### src/rtl/alu_scheduler.sv
// Two-requester round-robin front end for a shared combinational ALU.
// Shift opcodes are executed one bit per cycle by iterating the ALU.
module alu_scheduler #(
  parameter int SHAMT_W = 5
) (
  input  logic               clk,
  input  logic               rst,
  input  logic               req0_valid,
  output logic               req0_ready,
  input  logic [3:0]         req0_opcode,
  input  logic [31:0]        req0_a,
  input  logic [31:0]        req0_b,
  input  logic [SHAMT_W-1:0] req0_shamt,
  input  logic               req1_valid,
  output logic               req1_ready,
  input  logic [3:0]         req1_opcode,
  input  logic [31:0]        req1_a,
  input  logic [31:0]        req1_b,
  input  logic [SHAMT_W-1:0] req1_shamt,
  output logic               rsp_valid,
  input  logic               rsp_ready,
  output logic               rsp_id,
  output logic [31:0]        rsp_result,
  output logic               rsp_err,
  output logic [3:0]         alu_opcode,
  output logic [31:0]        alu_a,
  output logic [31:0]        alu_b,
  output logic               alu_shift_amount,
  input  logic [31:0]        alu_result
);

  localparam logic [1:0] IDLE  = 2'd0;
  localparam logic [1:0] EXEC  = 2'd1;
  localparam logic [1:0] SHIFT = 2'd2;
  localparam logic [1:0] RESP  = 2'd3;

  localparam logic [SHAMT_W-1:0] CNT_ONE = SHAMT_W'(1);

  logic [1:0]         state;
  logic               last_served;
  logic [3:0]         cap_opcode;
  logic [31:0]        cap_a;
  logic [31:0]        cap_b;
  logic [SHAMT_W-1:0] cnt;
  logic [31:0]        acc;

  logic               grant0;
  logic               grant1;
  logic               accept;
  logic               sel;
  logic [3:0]         sel_opcode;
  logic [31:0]        sel_a;
  logic [31:0]        sel_b;
  logic [SHAMT_W-1:0] sel_shamt;
  logic               sel_is_shift;

  // last_served=1 means req0 wins a tie, which is the post-reset priority
  always_comb begin
    grant0       = req0_valid && (!req1_valid || last_served);
    grant1       = req1_valid && (!req0_valid || !last_served);
    req0_ready   = (state == IDLE) && !rst && grant0;
    req1_ready   = (state == IDLE) && !rst && grant1;
    accept       = req0_ready || req1_ready;
    sel          = req1_ready;
    sel_opcode   = sel ? req1_opcode : req0_opcode;
    sel_a        = sel ? req1_a      : req0_a;
    sel_b        = sel ? req1_b      : req0_b;
    sel_shamt    = sel ? req1_shamt  : req0_shamt;
    sel_is_shift = (sel_opcode == 4'b0110) || (sel_opcode == 4'b0111) ||
                   (sel_opcode == 4'b1000);
  end

  assign alu_opcode       = cap_opcode;
  assign alu_b            = cap_b;
  assign alu_a            = (state == SHIFT) ? acc : cap_a;
  assign alu_shift_amount = (state == SHIFT) && (cnt != '0);
  assign rsp_valid        = (state == RESP);

  always_ff @(posedge clk) begin
    if (rst) begin
      state       <= IDLE;
      last_served <= 1'b1;
      cap_opcode  <= '0;
      cap_a       <= '0;
      cap_b       <= '0;
      cnt         <= '0;
      acc         <= '0;
      rsp_id      <= 1'b0;
      rsp_result  <= '0;
      rsp_err     <= 1'b0;
    end else begin
      case (state)
        IDLE: begin
          if (accept) begin
            cap_opcode <= sel_opcode;
            cap_a      <= sel_a;
            cap_b      <= sel_b;
            acc        <= sel_a;
            rsp_id     <= sel;
            cnt        <= sel_is_shift ? sel_shamt : '0;
            state      <= sel_is_shift ? SHIFT : EXEC;
          end
        end
        EXEC: begin
          if (cap_opcode <= 4'd8) begin
            rsp_result <= alu_result;
            rsp_err    <= 1'b0;
          end else begin
            rsp_result <= '0;
            rsp_err    <= 1'b1;
          end
          state <= RESP;
        end
        // one ALU pass per remaining bit of shift count
        SHIFT: begin
          if (cnt != '0) begin
            acc <= alu_result;
            cnt <= cnt - CNT_ONE;
          end else begin
            rsp_result <= acc;
            rsp_err    <= 1'b0;
            state      <= RESP;
          end
        end
        RESP: begin
          if (rsp_ready) begin
            last_served <= rsp_id;
            state       <= IDLE;
          end
        end
        default: state <= IDLE;
      endcase
    end
  end

endmodule

### config.mk
export PLATFORM = sky130hd
export DESIGN_NAME = alu_scheduler
export DESIGN_NICKNAME = d
export VERILOG_FILES = /design/src/rtl/alu_scheduler.sv
export SDC_FILE = /design/constraint.sdc
export NUM_CORES = 1
export LEC_CHECK = 0
export CELL_PAD_IN_SITES_DETAIL_PLACEMENT = 0
export CELL_PAD_IN_SITES_GLOBAL_PLACEMENT = 2
export CORE_ASPECT_RATIO = 0.7
export CORE_MARGIN = 10
export CORE_UTILIZATION = 22
export DETAILED_ROUTE_END_ITERATION = 8
export HOLD_SLACK_MARGIN = 0.03
export PLACE_DENSITY_LB_ADDON = 0.1
export RECOVER_POWER = 100
export SLEW_MARGIN = 20
export SYNTH_ARGS = -nofsm -noshare
export SYNTH_HDL_FRONTEND = slang
export SYNTH_SLANG_ARGS = --single-unit
### constraint.sdc
create_clock -name clk -period 2.04 [get_ports clk]
set_clock_uncertainty 0.15 [all_clocks]
set_input_delay 0.408 -clock clk [delete_from_list [all_inputs] [get_ports clk]]
set_output_delay 0.408 -clock clk [all_outputs]
set_load 0.02 [all_outputs]
==> out/results.env <==
RUN_STATUS='finished with violations'
VIOLATIONS_IN_THE_FINAL_REPORTS='setup timing'
GLOBALROUTEMET3UTIL_PCT=5.54
P_SWITCHING_mW=9.44
NUMBER_OF_ANTENNA_VIOLATIONS_AT_THE_FIRST_CHECK_IN_GLOBAL_ROUTING=3
FP.DIEW_UM=232
DRC=0
GLOBAL_ROUTE.USAGE.TOTAL_PCT=19.3
CORE_SQ_MM=0.0311
CTS_TREE='done'
TIGHTESTPINTRANSITION_NS=1.12
INTPOWER_mW=13.1
SYNTH_CELL_TYPES=56
CRIT_PATH_START_KIND='flip-flop'
DRT-WIRELENGTH-PER-CELL_UM=23.6
CP_MAX_FO=7
VIA_COUNT=8019
TIMING.CRITICAL_PATH.MODE_CELL='buf_6'
MAX_CAPACITANCE_VIOLATION_TOTAL=0
CRIT_SLOWEST_CELL='dfxtp_2'
PLACEMENT_ROWS=54
FP.DIEH_UM=168
GRT.OVERFLOW.TOTAL=0
R2R_START='state[0]'
CRITICAL_PATH_DATA_ARRIVAL_TIME_NS=1.79
SEQUENTIALPOWERSHARE_PCT=20.1
IRDROPWORSTVDD_mV=0.891
GRT_PASS1_WL_UM=56400
TIMING.REG2REG.WORST_PATH_DEPTH=12
SYNTH_TOP_FAMILY_BY_AREA='compound AO/OA/AOI/OAI gates'
DRIVE_ABOVE_1_SHARE_PCT=42.8
HP-CLASS='in2reg'
WORST_SETUP_PATH_STARTPOINT='state[0]'
DESIGN_POWER_TOTAL_mW=22.5
TIMING.FINAL.MAX_SLEW_VIOLATIONS=0
INITIAL_CORE_UTILIZATION_PCT=22.2
WORST_SETUP_PATH_END_KIND='output port'
SYNTH_CELLS=805
FINAL_MIN_PERIOD_OVER_CLOCK_PERIOD_PCT=115
CELLPOWERDENSITY_mW_PER_MM2=1560
SYN_NETS=994
CELL_DEPTH_OF_THE_WORST_SETUP_PATH=6
DETAIL_ROUTE.VIAS_PER_CELL=4.89
CRIT_CHAIN='inv_4 > ha_4 > buf_6 > buf_16 > mux2_4 > buf_6'
CTS_MAX_PATH_BUFFERS=2
POST_SYNTH_FA_HA_MAJ_AREA_FRACTION_PCT=1.09
CP.BUFFERS_INVERTERS=4
PWR-SHARE-COMB_PCT=64.2
SYNTH_MUX_AREA_SHARE_PCT=5.22
GR-USAGE-MET1_PCT=24.8
CP_TOP_FAMILY='buffers and inverters'
HTREE_NUM_LEVELS=4
PATH_CLK_SLEW_NS=0.06
SLEW-LIMIT-HEADROOM_PCT=25.4
PATH_CLASS='reg2out'
NUMCLOCKSINKS=142
POSTSYNTHAREAPERCELL_SQ_UM=8.58
FINISH.CELL_COUNT_WITHOUT_FILLERS=1641
NETS=1395
AREA.GROWTH.SYNTH_TO_FINAL_PCT=109
CRITPATHREQUIREDTIME_NS=1.48
SYNTH_AREA_SQ_MM=0.00691
REGISTER_TO_REGISTER_SETUP_SLACK_NS=-0.27
SYNTH_XOR_AREA_SHARE_PCT=0
MAXIMUM_NUMBER_OF_PINS_ON_ONE_NET_BEFORE_GLOBAL_ROUTE_REPAIR=74
SETUP_VIOLATIONS=172
PERIOD_NEEDED_NS=2.34
SYNTH_SEQUENTIAL_AREA_RATIO_PCT=41.1
SETUP_REPAIR_AFTER_GLOBAL_ROUTING_MISSED_ITS_MARGIN='yes'
GRT_PASS1_VIAS=8339
SWSHARE_PCT=41.9
BUSIEST_LAYER='met2'
HPWL_UM=24300
SYNTH_SIMPLE_GATE_AREA_SHARE_PCT=18.4
MIN_DELAY_PATH_DEPTH=5
TOTAL_LEAKAGE_POWER_nW=5.43
PLACE.GP.CONGESTION=0.769
FLOORPLAN.DIE_AREA_SQ_MM=0.0390
SYNTH_ENABLE_FLOP_CELLS=0
DESIGN.PORTCOUNT=289
CLOCK_TREE.ROOT_CELL='clkbuf_16'
FMAX_MHz=426
CPPEAKSTAGEDELAY_NS=0.33
POSTSYNTHREGISTERBITS=142
FILLERS=2953
CTS-BUFFERS-INSERTED=17
FIRST_ITER_VIOLATIONS=393
YS.WARNINGS.COUNT=0
MIN_SETUP_SLACK_POST_ROUTE_NS=-0.305
TIMING.HOLD.WORST_ENDPOINT='rsp_id'
ANT_NETS=0
FINAL_HOLD_VIOL_COUNT=0
TOTALWIRELENGTH_UM=38700
SYNTH_COMPOUND_GATE_AREA_SHARE_PCT=28.9
POWER.SHARE.CLOCK_PCT=15.7
REG2REG_TO='acc[12]'
ASYNC_FLOP_SHARE_PCT=0
CLK_LATENCY_NS=0.43
PLACE.PORT_BUFFERS=288
DRT_FIRST_PASS_ITERS=4
YOSYS_MOST_USED_DFF='dfxtp_1'
TIMING.HOLD.WORST.START='rst'
POST-PLACE-CELLS=1533
GRT_UTIL_MET2_PCT=31.4
## what timing repair did
action,in CTS,in global routing
hold buffers,0,0
buffers inserted,51,11
gates resized for setup,481,174
pin swaps,120,77
gates cloned,19,3
endpoints found under the setup margin,174,196
## power groups by stage
stage	registers (mW)	logic (mW)	clock network, mW
6_report	4.53	14.5	3.53
5_1_grt	4.64	15.3	3.73
4_1_cts	4.37	13.3	3.61
3_5_place_dp	4.34	9.17	0
3_3_place_gp	4.34	9.20	0
2_1_floorplan	4.79	4.04	0
## stage by stage
| stage | instance area (sq um) | hold WS, ns | worst slack, ns | utilization [%] | setup TNS [ns] |
|---|---|---|---|---|---|
| after floorplan | 6910 | 0.298 | -0.0114 | - | -0.264 |
| after global placement | 11100 | 0.319 | -0.402 | 35.7 | -52.93 |
| after detailed placement | 11100 | 0.323 | -0.431 | 35.7 | -53.44 |
| after CTS | 13900 | 0.222 | -0.359 | 44.6 | -28.66 |
| after global routing | 14400 | 0.265 | -0.368 | 46.5 | -40.89 |
| final | 14400 | 0.249 | -0.305 | 46.5 | -27.34 |
## layout by cell type, fill, tap and decap left out, drive strengths merged, types with 2 or more instances in the layout
cell type,instances
a221oi,36
ha,6
a311oi,36
bufinv,4
nand3b,4
clkbuf,46
o2bb2ai,32
o21ai,34
nor2,109
clkinv,3
a22oi,3
nor2b,3
clkdlybuf4s50,231
clkinvlp,2
diode,2
a211oi,64
inv,9
dfxtp,142
or4b,4
buf,201
mux2,32
or3,3
and3,32
a21oi,39
o31a,2
a2111oi,3
nor3b,2
nand2,77
a21boi,2
bufbuf,4
nor3,32
## registers in the layout, indices dropped and copies added, names as in the netlist
signal,flops
state,2
rsp_result,32
acc,32
rsp_id,1
cap_a,32
last_served,1
cnt,5
alu_opcode,4
alu_b,32
rsp_err,1
## cells by family after synthesis
kind of cell,count (synthesis)
fa+ha+maj,6
compound gates,262
buf+inv,88
flops,142
simple gates,275
mux,32
## Yosys cell counts, types with 8 or more instances
| master | n | area share (%) |
|---|---|---|
| inv_1 | 8 | 0.43 |
| buf_2 | 26 | 1.9 |
| nand2_1 | 77 | 4.2 |
| and3_1 | 32 | 2.9 |
| nor3_1 | 32 | 2.3 |
| o21ai_0 | 28 | 2.0 |
| o2bb2ai_1 | 32 | 4.1 |
| nor2_1 | 107 | 5.8 |
| dfxtp_1 | 142 | 41 |
| a211oi_1 | 64 | 7.0 |
| a21oi_1 | 39 | 2.8 |
| clkbuf_1 | 43 | 2.3 |
| a311oi_1 | 36 | 4.6 |
| mux2_2 | 32 | 5.2 |
| buf_1 | 10 | 0.54 |
| a221oi_1 | 34 | 4.3 |
## how the worst max path moves through the flow
stage                 end  slack [ns]
2_1_floorplan   alu_a[10]       -0.01
3_3_place_gp     state[0]       -0.40
3_5_place_dp       cnt[1]       -0.43
4_1_cts         alu_a[11]       -0.36
5_1_grt        req1_ready       -0.37
6_report        alu_a[14]       -0.30
## tightest hold or removal path: stages
cell,delay (ns)
buf_4,0.10
nor2b_4,0.04
nand2_1,0.07
a21oi_2,0.05
o21ai_0,0.13
## cell type report
cell class / instances / area [sq um] / share of cell area [%]
flip-flops and latches: 142 / 2850 / 19.7
inverters: 9 / 53.8 / 0.372
diodes: 2 / 5.00 / 0.0346
repair buffers: 460 / 5070 / 35.1
multi-input cells: 576 / 5290 / 36.6
clock buffers: 23 / 498 / 3.45
well taps: 420 / 526 / 3.64
clock inverters: 9 / 154 / 1.07
## metal layers
metal | vias to the layer above | routed length, um
li1 | 3866 | -
met4 | 2 | 200
met2 | 161 | 18600
met1 | 3977 | 17900
met5 | - | 13
met3 | 13 | 2010
(Power assumes the default switching activity.)
